## config.mk

```make
export PLATFORM = sky130hd
export DESIGN_NAME = fp_sqrte_sm_flat
export DESIGN_NICKNAME = d
export VERILOG_FILES = /design/src/rtl/fp_sqrte_sm_if.sv /design/src/rtl/fp_sqrte_sm.sv /design/src/flat_wrapper.sv
export SDC_FILE = /design/constraint.sdc
export NUM_CORES = 2
export LEC_CHECK = 0
export CAP_MARGIN = 20
export CORE_MARGIN = 3
export CORE_UTILIZATION = 50
export DETAILED_ROUTE_END_ITERATION = 12
export HOLD_SLACK_MARGIN = 0.02
export PLACE_DENSITY = 0.76
export SETUP_SLACK_MARGIN = 0.3
export SLEW_MARGIN = 10
export SYNTH_ARGS = -nofsm -noshare
export SYNTH_HDL_FRONTEND = slang
export SYNTH_SLANG_ARGS = --single-unit
```

## constraint.sdc

```tcl
create_clock -name clk -period 21.7 [get_ports clk]
set_input_delay 2.17 -clock clk [delete_from_list [all_inputs] [get_ports clk]]
set_output_delay 2.17 -clock clk [all_outputs]
set_load 0.02 [all_outputs]
```

## src/rtl/fp_sqrte_sm_if.sv

```systemverilog
// Bus between the square-root estimate unit and its host in the fpUnit.
//
// Handshake: the host drives ld for one cycle with the operand on a; the
// unit samples it on any clock edge where ld=1 and ce=1 and restarts, even
// if it is mid-operation. Results leave with done, a one-enabled-cycle
// pulse; o stays put from done until the next accepted result. busy is high
// from the cycle after an accepted ld through the done cycle. There is no
// back-pressure: the host must take o when done is high.
interface fp_sqrte_sm_if #(
  parameter int FPWID = 80
);
  logic             ce;
  logic             ld;
  logic [FPWID-1:0] a;
  logic [FPWID-1:0] o;
  logic             done;
  logic             busy;
  logic [3:0]       dbg_state;

  modport master (output ce, ld, a, input o, done, busy, dbg_state);
  modport slave  (input ce, ld, a, output o, done, busy, dbg_state);
endinterface

```

## src/rtl/fp_sqrte_sm.sv

```systemverilog
// Sequenced square-root estimate: sqrt(a) = a * rsqrt(a), with rsqrt from
// the 0x5F3759DF magic constant plus one Newton step (two when the macro
// FPSQRTE_NR2_EN is defined). Two fp32 multipliers and one subtractor are
// shared across states; each state holds for STEP_CYCLES enabled cycles so
// the combinational arithmetic has a multicycle window to settle.
// Only FPWID=80 is meaningful (extended <-> single conversion).
module fp_sqrte_sm #(
  parameter int FPWID       = 80,
  parameter int STEP_CYCLES = 7
) (
  input logic          clk,
  input logic          rst_n,
  fp_sqrte_sm_if.slave bus
);

  localparam int CW = ($clog2(STEP_CYCLES) < 1) ? 1 : $clog2(STEP_CYCLES);
  localparam logic [CW-1:0] RELOAD = CW'(STEP_CYCLES - 1);
  localparam logic [31:0] MAGIC = 32'h5F37_59DF;
  localparam logic [31:0] HALF  = 32'h3F00_0000;
  localparam logic [30:0] ONEP5 = 31'h3FC0_0000;
  localparam logic [31:0] QNAN  = 32'h7FC0_0000;
  localparam logic [31:0] PINF  = 32'h7F80_0000;

  typedef enum logic [3:0] {
    S_IDLE, S_MULP5, S_MULX2YY, S_SUB, S_MULY,
    S_MULYY2, S_MULX2YY2, S_SUB2, S_MULY2, S_MULA
  } state_t;

  typedef enum logic [2:0] {C_NORM, C_ZERO, C_NEG, C_INF, C_NAN} cls_t;

  // fp32 multiply, truncating; zero/denormal operands and underflow give zero
  function automatic logic [31:0] fmul32(input logic [31:0] x, input logic [31:0] y);
    logic        s;
    logic [47:0] p;
    logic signed [9:0] e;
    logic [22:0] f;
    s = x[31] ^ y[31];
    p = 48'({1'b1, x[22:0]}) * 48'({1'b1, y[22:0]});
    e = $signed({2'b0, x[30:23]}) + $signed({2'b0, y[30:23]}) - 10'sd127;
    if (p[47]) begin
      f = p[46:24];
      e = e + 10'sd1;
    end else begin
      f = p[45:23];
    end
    if (x[30:23] == 8'd0 || y[30:23] == 8'd0 || e <= 10'sd0) fmul32 = {s, 31'b0};
    else if (e >= 10'sd255) fmul32 = {s, 8'hFF, 23'b0};
    else fmul32 = {s, e[7:0], f};
  endfunction

  // fp32 x - y for non-negative magnitudes (the only use is 1.5 - t, t >= 0)
  function automatic logic [31:0] fsub32(input logic [30:0] x, input logic [30:0] y);
    logic        swap, found;
    logic [30:0] big, sml;
    logic [7:0]  d;
    logic [25:0] mb, ms, diff, nrm;
    logic [4:0]  lz;
    logic signed [9:0] e;
    swap = (y > x);
    big  = swap ? y : x;
    sml  = swap ? x : y;
    d    = big[30:23] - sml[30:23];
    mb   = {1'b1, big[22:0], 2'b00};
    ms   = (d > 8'd25) ? 26'd0 : ({1'b1, sml[22:0], 2'b00} >> d);
    diff = mb - ms;
    lz = '0;
    found = 1'b0;
    for (int i = 25; i >= 0; i--) begin
      if (!found) begin
        if (diff[i]) found = 1'b1;
        else lz = lz + 5'd1;
      end
    end
    nrm = diff << lz;
    e = $signed({2'b0, big[30:23]}) - $signed({5'b0, lz});
    if (sml[30:23] == 8'd0) fsub32 = {swap, big};
    else if (diff == 26'd0 || e <= 10'sd0) fsub32 = {swap, 31'b0};
    else fsub32 = {swap, e[7:0], nrm[24:2]};
  endfunction

  // extended -> single; NaNs come out quiet, out-of-range small values as zero
  function automatic logic [31:0] f80_to_f32(input logic [79:0] x);
    logic        s;
    logic [14:0] ex;
    logic [63:0] m;
    logic signed [17:0] e;
    s  = x[79];
    ex = x[78:64];
    m  = x[63:0];
    e  = $signed({3'b0, ex}) - 18'sd16256;
    if (ex == 15'h7FFF) f80_to_f32 = (m[62:0] == 63'd0) ? {s, 8'hFF, 23'b0} : {s, 8'hFF, 1'b1, m[61:40]};
    else if (ex == 15'd0 || !m[63] || e <= 18'sd0) f80_to_f32 = {s, 31'b0};
    else if (e >= 18'sd255) f80_to_f32 = {s, 8'hFF, 23'b0};
    else f80_to_f32 = {s, e[7:0], m[62:40]};
  endfunction

  function automatic logic [79:0] f32_to_f80(input logic [31:0] x);
    if (x[30:23] == 8'd0) f32_to_f80 = {x[31], 79'b0};
    else if (x[30:23] == 8'hFF) f32_to_f80 = {x[31], 15'h7FFF, 1'b1, x[22:0], 40'b0};
    else f32_to_f80 = {x[31], 15'(x[30:23]) + 15'd16256, 1'b1, x[22:0], 40'b0};
  endfunction

  function automatic cls_t classify(input logic [31:0] v);
    if (v[30:23] == 8'hFF && v[22:0] != 23'd0) classify = C_NAN;
    else if (v[30:23] == 8'd0) classify = C_ZERO;
    else if (v[31]) classify = C_NEG;
    else if (v[30:23] == 8'hFF) classify = C_INF;
    else classify = C_NORM;
  endfunction

  state_t state_q, state_d;
  logic [CW-1:0] cnt_q, cnt_d;
  logic [31:0] a32_q, y0_q, x2_q, yy_q, u_q, y1_q;
  logic [30:0] t_q;
  cls_t        cls_q;
  logic [FPWID-1:0] o_q;
  logic        done_q;

  logic [31:0] a32_ld, m0a, m0b, m1a, m1b, p0, p1, dsub, res_s;
  logic        last, cap_x2, cap_yy, cap_t, cap_u, cap_y1, fin;

  assign a32_ld = f80_to_f32(bus.a);
  assign p0     = fmul32(m0a, m0b);
  assign p1     = fmul32(m1a, m1b);
  assign dsub   = fsub32(ONEP5, t_q);

  // state register and step counter; ce low freezes both
  always_ff @(posedge clk or negedge rst_n) begin
    if (!rst_n) begin
      state_q <= S_IDLE;
      cnt_q   <= '0;
    end else if (bus.ce) begin
      state_q <= state_d;
      cnt_q   <= cnt_d;
    end
  end

  // next state: ld always restarts; otherwise advance on the last count
  always_comb begin
    state_d = state_q;
    cnt_d   = cnt_q;
    if (bus.ld) begin
      state_d = S_MULP5;
      cnt_d   = RELOAD;
    end else if (state_q != S_IDLE) begin
      if (cnt_q == '0) begin
        cnt_d = RELOAD;
        case (state_q)
          S_MULP5:    state_d = S_MULX2YY;
          S_MULX2YY:  state_d = S_SUB;
          S_SUB:      state_d = S_MULY;
`ifdef FPSQRTE_NR2_EN
          S_MULY:     state_d = S_MULYY2;
`else
          S_MULY:     state_d = S_MULA;
`endif
          S_MULYY2:   state_d = S_MULX2YY2;
          S_MULX2YY2: state_d = S_SUB2;
          S_SUB2:     state_d = S_MULY2;
          S_MULY2:    state_d = S_MULA;
          default:    state_d = S_IDLE;
        endcase
      end else begin
        cnt_d = cnt_q - 1'b1;
      end
    end
  end

  // outputs of the FSM: multiplier operand steering and capture strobes
  always_comb begin
    m0a = a32_q;
    m0b = HALF;
    m1a = y0_q;
    m1b = y0_q;
    cap_x2 = 1'b0;
    cap_yy = 1'b0;
    cap_t  = 1'b0;
    cap_u  = 1'b0;
    cap_y1 = 1'b0;
    fin    = 1'b0;
    last   = (state_q != S_IDLE) && (cnt_q == '0);
    case (state_q)
      S_MULP5: begin cap_x2 = last; cap_yy = last; end
      S_MULX2YY, S_MULX2YY2: begin m0a = x2_q; m0b = yy_q; cap_t = last; end
      S_SUB, S_SUB2: cap_u = last;
      S_MULY:  begin m0a = y0_q; m0b = u_q; cap_y1 = last; end
      S_MULY2: begin m0a = y1_q; m0b = u_q; cap_y1 = last; end
      S_MULYY2: begin m1a = y1_q; m1b = y1_q; cap_yy = last; end
      S_MULA:  begin m0a = a32_q; m0b = y1_q; fin = last; end
      default: ;
    endcase
  end

  // special operands override the arithmetic result at the final step
  always_comb begin
    case (cls_q)
      C_ZERO:  res_s = {a32_q[31], 31'b0};
      C_NEG:   res_s = QNAN;
      C_INF:   res_s = PINF;
      C_NAN:   res_s = a32_q | 32'h0040_0000;
      default: res_s = p0;
    endcase
  end

  // datapath registers; a completing result is kept even if ld restarts now
  always_ff @(posedge clk or negedge rst_n) begin
    if (!rst_n) begin
      a32_q  <= '0;
      y0_q   <= '0;
      x2_q   <= '0;
      yy_q   <= '0;
      t_q    <= '0;
      u_q    <= '0;
      y1_q   <= '0;
      cls_q  <= C_NORM;
      o_q    <= '0;
      done_q <= 1'b0;
    end else if (bus.ce) begin
      done_q <= fin;
      if (fin) o_q <= f32_to_f80(res_s);
      if (bus.ld) begin
        a32_q <= a32_ld;
        y0_q  <= MAGIC - {1'b0, a32_ld[31:1]};
        cls_q <= classify(a32_ld);
      end
      if (cap_x2) x2_q <= p0;
      if (cap_yy) yy_q <= p1;
      if (cap_t)  t_q  <= p0[30:0];
      if (cap_u)  u_q  <= dsub;
      if (cap_y1) y1_q <= p0;
    end
  end

  assign bus.o         = o_q;
  assign bus.done      = done_q;
  assign bus.busy      = (state_q != S_IDLE) || done_q;
  assign bus.dbg_state = state_q;

endmodule

```

## src/flat_wrapper.sv

```systemverilog
// flat-port wrapper written by rule: the top's interface ports become plain ports
module fp_sqrte_sm_flat 
#(
  parameter int FPWID       = 80,
  parameter int STEP_CYCLES = 7
)
  (clk, rst_n, bus_ce, bus_ld, bus_a, bus_o, bus_done, bus_busy, bus_dbg_state);
  fp_sqrte_sm_if #(.FPWID(FPWID)) bus_i ();
  input logic clk;
  input logic rst_n;
  input wire logic [$bits(bus_i.ce)-1:0] bus_ce;
  input wire logic [$bits(bus_i.ld)-1:0] bus_ld;
  input wire logic [$bits(bus_i.a)-1:0] bus_a;
  output wire logic [$bits(bus_i.o)-1:0] bus_o;
  output wire logic [$bits(bus_i.done)-1:0] bus_done;
  output wire logic [$bits(bus_i.busy)-1:0] bus_busy;
  output wire logic [$bits(bus_i.dbg_state)-1:0] bus_dbg_state;
  assign bus_i.ce = bus_ce;
  assign bus_i.ld = bus_ld;
  assign bus_i.a = bus_a;
  assign bus_o = bus_i.o;
  assign bus_done = bus_i.done;
  assign bus_busy = bus_i.busy;
  assign bus_dbg_state = bus_i.dbg_state;
  fp_sqrte_sm #(.FPWID(FPWID), .STEP_CYCLES(STEP_CYCLES)) u_core (.clk(clk), .rst_n(rst_n), .bus(bus_i));
endmodule
```

# Word-level counts from Yosys, hierarchy flattened
# Memory sizes are Yosys's and may differ from the RTL's.
# Index checks and enable logic that the tools add are counted.
classes:
  n_addsub: 38
  n_mul: 2
  n_div: 0
  order_cmp: 9
  n_eq_ne: 16
  shift: 2
  mux: 139
  bitwise_logic: 1
  reduce_logical: 37
op_table:
  columns: ["operator", "n"]
  rows:
  - ["two-way mux 31 bit", 11]
  - ["two-way mux 5 bit", 50]
  - ["one-hot mux 32 bit (3 select lines)", 2]
  - ["two-way mux 79 bit", 2]
  - ["one-hot mux 32 bit (4 select lines)", 1]
  - ["adder 5 x 1 -> 5 bit, second input constant", 24]
  - ["multiplier 24 x 24 -> 48 bit", 2]
  - ["two-way mux 23 bit", 3]
  - ["logical NOT 63 bit", 1]
  - ["two-way mux 1 bit", 56]
  - ["logical NOT 8 bit", 6]
  - ["two-way mux 32 bit", 1]
  - ["subtractor 31 x 31 -> 32 bit, first input constant", 1]
  - ["greater-than comparator 31 x 30 -> 1 bit, second input constant", 1]
  - ["<= comparator 10 x 1 -> 1 bit, second input constant", 3]
  - ["logical NOT 26 bit", 1]
  - ["two-way mux 26 bit", 1]
  - ["<< shifter 26 x 5 -> 25 bit", 1]
  - [">> shifter 26 x 8 -> 26 bit", 1]
  - ["subtractor 26 bit", 1]
  - ["nonzero test 23 bit", 1]
  - ["adder 10 x 2 -> 10 bit, second input constant", 2]
  - [">= comparator 10 x 9 -> 1 bit, second input constant", 2]
  - ["two-way mux 10 bit", 2]
  - ["34 further kinds", 68]
totals:
  reg_bits: 314
  latchBits: 0
  mem_bits_rw: 0
  rom_bits: 64
  inputBits: 84
  out_inout_bits: 86
  word_cells: 257
  memories: 1
mem_list:
  columns: ["name", "depth", "width", "rd", "rd_clocked_by_memory_dff", "wr", "line_no", "rtl"]
  rows:
  - ["(no name shown)", 16, 4, 1, 0, 0, "fp_sqrte_sm.sv:148", "case (state_q)"]

# Logic depth before layout (Yosys ltp)
depth:
  word_depth: 87
  depth_mapped: 90
  ltp_nobuf: 87

# Worst setup path after synthesis
# OpenSTA, ideal clock, no wires.
synth_path:
  path_kind: "register to register"
  startpoint: "register u_core.t_q[30]"
  endpoint: "register u_core.u_q[30]"
  setup_time_ns: 0.122
  arrival_ns: 16.161
  required_time_ns: 21.578
  slack_ns: 5.418
  path_stages_with_launch: 84
  path_buffers: 6
  synth_period_minus_slack_ns: 16.282
  cell_sequence: "dfrtp_1 buf_2 nor4_1 nand4_1 o22ai_1 clkbuf_1 nand2_1 mux2_2 o32a_1 o32a_1 nor2_1 o21ai_0 ha_1 clkbuf_1 and2_1 a221oi_1 nand2_1 or3_1 [48 not listed] mux2i_1 nor2_1 a21oi_1 a21oi_1 ha_1 o21ai_0 nor2_1 inv_1 clkbuf_1 buf_1 ha_1 nor2b_1 o21ai_0 nand2b_1 a21o_1 a21o_1 or3_1 a32o_1"
synth_via:
  elab_chain_len: 87
  elab_cells_between_ends: 140
  cone_classes: "add/sub (28); order compare (3); shift (1); mux (105); reduce/logical (3)"
synth_rtl:
  columns: ["item", "line_no", "rtl"]
  rows:
  - ["start, declared", "fp_sqrte_sm.sv:114", "logic [30:0] t_q;"]
  - ["start signal, assigned", "fp_sqrte_sm.sv:228", "if (cap_t) t_q <= p0[30:0];"]
  - ["greater-than comparator 31 x 30 -> 1 bit", "fp_sqrte_sm.sv:59", "swap = (y > x);"]
  - ["two-way mux 31 bit (on tied branches)", "fp_sqrte_sm.sv:60, fp_sqrte_sm.sv:61", null]
  - ["subtractor 8 bit", "fp_sqrte_sm.sv:62", "d = big[30:23] - sml[30:23];"]
  - [">> shifter 26 x 8 -> 26 bit / greater-than comparator 8 x 5 -> 1 bit (equally long branches)", "fp_sqrte_sm.sv:64", "ms = (d > 8'd25) ? 26'd0 : ({1'b1, sml[22:0], 2'b00} >> d);"]
  - ["two-way mux 26 bit", "fp_sqrte_sm.sv:64", null]
  - ["subtractor 26 bit", "fp_sqrte_sm.sv:65", "diff = mb - ms;"]
  - ["two-way mux 1 bit", "fp_sqrte_sm.sv:70", "if (diff[i]) found = 1'b1;"]
  - ["adder 1 x 1 -> 2 bit", "fp_sqrte_sm.sv:71", "else lz = lz + 5'd1;"]
  - ["[71 not listed]", null, null]
  - ["adder 5 x 1 -> 5 bit", "fp_sqrte_sm.sv:71", null]
  - ["two-way mux 5 bit", "fp_sqrte_sm.sv:70", null]
  - ["two-way mux 5 bit", "fp_sqrte_sm.sv:69", "if (!found) begin"]
  - ["subtractor 8 x 5 -> 9 bit", "fp_sqrte_sm.sv:75", "e = $signed({2'b0, big[30:23]}) - $signed({5'b0, lz});"]
  - ["<= comparator 10 x 1 -> 1 bit", "fp_sqrte_sm.sv:77", "else if (diff == 26'd0 || e <= 10'sd0) fsub32 = {swap, 31'b0};"]
  - ["logical OR 1 bit", "fp_sqrte_sm.sv:77", null]
  - ["two-way mux 31 bit", "fp_sqrte_sm.sv:77", null]
  - ["two-way mux 31 bit (*)", "fp_sqrte_sm.sv:76", "if (sml[30:23] == 8'd0) fsub32 = {swap, big};"]
  - ["end signal, assigned", "fp_sqrte_sm.sv:229", "if (cap_u) u_q <= dsub;"]
  - ["end, declared", "fp_sqrte_sm.sv:113", "logic [31:0] a32_q, y0_q, x2_q, yy_q, u_q, y1_q;"]
# Every way passes the cells marked *; elsewhere a longest branch is shown, timed or not.
# A chain may end at the register's enable or synchronous reset.

# Worst setup path in the final report
# Same ends and word-level chain as after synthesis.

==> impl_results.md <==
* Status: finished clean
* Utilization after layout at 0.539
* Worst stage delay on the critical path at between 0.6 and 0.7 ns
* Post-synth EDFFs at 0
* Clock root buffer: clkbuf_16
* Core box area at about 110,000 um2
* Crit share post-route at 0.857
* RSZ-0062 raised after global routing: false
* Pre-CTS setup slack at 3.28 ns
* Seq cells post-synth at between 200 and 300
* Synthesized area at 54,100 um2
* Endpoints failing setup at 0
* Post-CTS Setup Bufs at 0
* Fin. max-slew vios at 0
* Max Fclk at between 0.05 and 0.06 GHz
* Io pins at 170
* Overflow after GRT at 0
* H-Tree Depth at 1
* Routed length per instance at ~22 um
* Placer Congestion at roughly 1
* CTS Hold Bufs at 0
* Clock slew at reported path FFs at 0.06 ns
* Synth cell types at 111
* All-Layer GR Usage at 0.306
* Crit Path Category: reg -> reg
* Ys flop type: dfrtp_1
* 1st-pass router iterations at 7
* Max_slew headroom at 0.180
* Antenna violations before repair at 4
* CP required at approximately 22 ns
* Post-route DRC at 0
* Die width at between 300 and 400 um
* Crit path DAT at approximately 19 ns
* Post-route ant nets at 0
* Die area at around 110,000 um2
* I/O Buffers at roughly 130
* CP most frequent cell: ha_1
* Mean Syn Cell Area at between 8 and 9 um2
* Vert. Die Dim at around 340 um
* Post-CTS Resized at 0
* Async set-reset flop share out of synthesis at 1.00
* Iter 0 DRT Violations at 4,559
* Pin slew with the least headroom to its limit at approximately 1.2 ns
* Post-route minimum period at between 15 and 20 ns
* Dpl hpwl at about 140 mm
* Setup slack after layout at 3.10 ns
* Crit start category: flop
* Cell count after placement at about 7,700
* Non-filler instance count after layout at about 7,700
* # clock sinks at ~270
* Vias in the first global route at 46,808
* Gate Count Post-Synth at about 6,300
* Max Cap Viol at 0
* Via count at roughly 45,000
* Setup TNS at 0 ns
* Global-route wire length before repair at between 200 and 300 mm
* Min-Delay Path Class: reg -> reg
* Register area share after synthesis at 0.123
* Final wirelength at approximately 170 mm
* CTS tree: yes
* P&R area growth vs syn at 6.78%
* CTS Buf Count at 29
* Layout cells sized above 1 at 0.0503
* Final hold vios at 0
* Initial core utilization at 0.505
* CP max stage cell: dfrtp_1
* Worst skew pair latency at 0.58 ns
* Routed vias/inst at between 5 and 6
* Worst setup EP type: flop
* Clock Skews at between 0.03 and 0.04 ns
* Ys Warns at 0
* Peak fanout along the critical path at 22
* Nets at just under 8,000
* Row count at 120
* CTS Buffer Depth at 3
* Largest net degree at the start of global routing at between 100 and 150
## cell families (layout without fill, tap and decap cells)
family                   after synthesis  after routing  synth area share
AND/OR/NAND/NOR                     2029           2029             0.163
flip-flops                           266            266             0.123
adder cells (fa/ha/maj)             1319           1319             0.430
AO/OA/AOI/OAI                        920            920             0.112
XOR/XNOR                             182            182            0.0321
multiplexers                         189            189            0.0373
other                                  1             41         0.0000693
buffers and inverters               1408           1363             0.102
## layout by cell type (no fill, tap or decap), drive strengths merged, types with 105 or more instances in the layout
| cell | n |
|---|---|
| nand2 | 969 |
| o21ai | 263 |
| fa | 906 |
| inv | 1066 |
| mux2i | 108 |
| a21oi | 186 |
| dfrtp | 266 |
| nor2 | 580 |
| xnor2 | 105 |
| ha | 408 |
| clkdlybuf4s50 | 128 |
## critical path: cells and delay by family, from the launching register on
kind	cells	cell delay [ns]
buffers and inverters	5	1.25
multiplexers	6	1.28
adder cells (fa/ha/maj)	15	4.92
AND/OR/NAND/NOR	28	4.59
flip-flops	1	0.63
AO/OA/AOI/OAI	25	5.78
## Yosys cell counts, types with 11 or more instances
library cell / instances / area share
a21oi_1: 185 / 0.017
nor3_1: 79 / 0.0073
a211oi_1: 24 / 0.0033
a22oi_1: 51 / 0.0071
and2_1: 36 / 0.0042
nor4_1: 33 / 0.0038
o211ai_1: 27 / 0.0037
fa_1: 906 / 0.33
clkinv_1: 16 / 0.0011
xor2_1: 67 / 0.011
nand2_1: 969 / 0.067
o21ai_0: 253 / 0.023
a22o_1: 22 / 0.0036
xnor2_1: 104 / 0.017
a222oi_1: 11 / 0.0020
nand3_1: 86 / 0.0079
or2_2: 20 / 0.0023
inv_1: 1060 / 0.073
mux2i_1: 108 / 0.020
buf_2: 13 / 0.0012
buf_1: 26 / 0.0018
mux2_2: 78 / 0.016
and3_1: 20 / 0.0023
o21a_1: 28 / 0.0039
nand2b_1: 24 / 0.0028
buf_4: 47 / 0.0065
or3_1: 26 / 0.0030
a21o_1: 75 / 0.010
o221ai_1: 13 / 0.0021
nor2b_1: 57 / 0.0066
dfrtp_1: 266 / 0.12
nor2_1: 579 / 0.040
clkbuf_1: 238 / 0.016
nand4_1: 23 / 0.0027
ha_1: 408 / 0.094
o31ai_1: 44 / 0.0061
a31oi_1: 25 / 0.0029
or4_1: 13 / 0.0018
## state kept, by name (all words and copies together), names as in the netlist
signal                flops
u_core.bus.done           1
u_core.y0_q              31
u_core.yy_q              31
u_core.cnt_q              3
u_core.a32_q             32
u_core.u_q               32
u_core.bus.dbg_state      4
u_core.cls_q              3
u_core.x2_q              32
u_core.y1_q              32
u_core.t_q               31
u_core.bus.o             34
## final timing paths
| path | slack (ns) | endpoint | startpoint | cells past startpoint |
|---|---|---|---|---|
| max in group asynchronous | 18.46 | u_core.u_q[29] | rst_n | 2 |
| worst min-delay path | 0.48 | u_core.x2_q[5] | u_core.x2_q[5] | 2 |
| worst max-delay path | 3.10 | u_core.u_q[30] | u_core.t_q[30] | 79 |
| worst max register to register | 3.10 | u_core.u_q[30] | u_core.t_q[30] | 79 |
| worst min register to register | 0.48 | u_core.x2_q[5] | u_core.x2_q[5] | 2 |
| min in group asynchronous | 1.67 | u_core.cnt_q[1] | rst_n | 1 |
## stage by stage
stage,hold slack (ns),cell area [um2]
final,0.480,57800
after global routing,0.488,57800
after CTS,0.478,57700
after detailed placement,0.464,56800
after global placement,0.456,56700
after floorplan,0.439,54300
## cell type report
cell class | count | area [um2]
Antenna cell | 1 | 2.50
Clock buffer | 36 | 772
Clock inverter | 17 | 218
Fill cell | 9736 | 49400
Inverter | 1080 | 4050
Multi-Input combinational cell | 4679 | 42300
Sequential cell | 266 | 6660
Tap cell | 1403 | 1760
Timing Repair Buffer | 230 | 2100
## per-layer routing
layer,up-vias,track usage,wire (um)
met5,-,0,24
met4,4,0.131,8990
met3,530,0.0498,15900
met2,2152,0.516,81300
met1,22494,0.392,65300
li1,20030,-,-
Power is left out: the tool's default activity adds up to more than one toggle a clock period on the data nets, which glitch-free logic cannot reach.
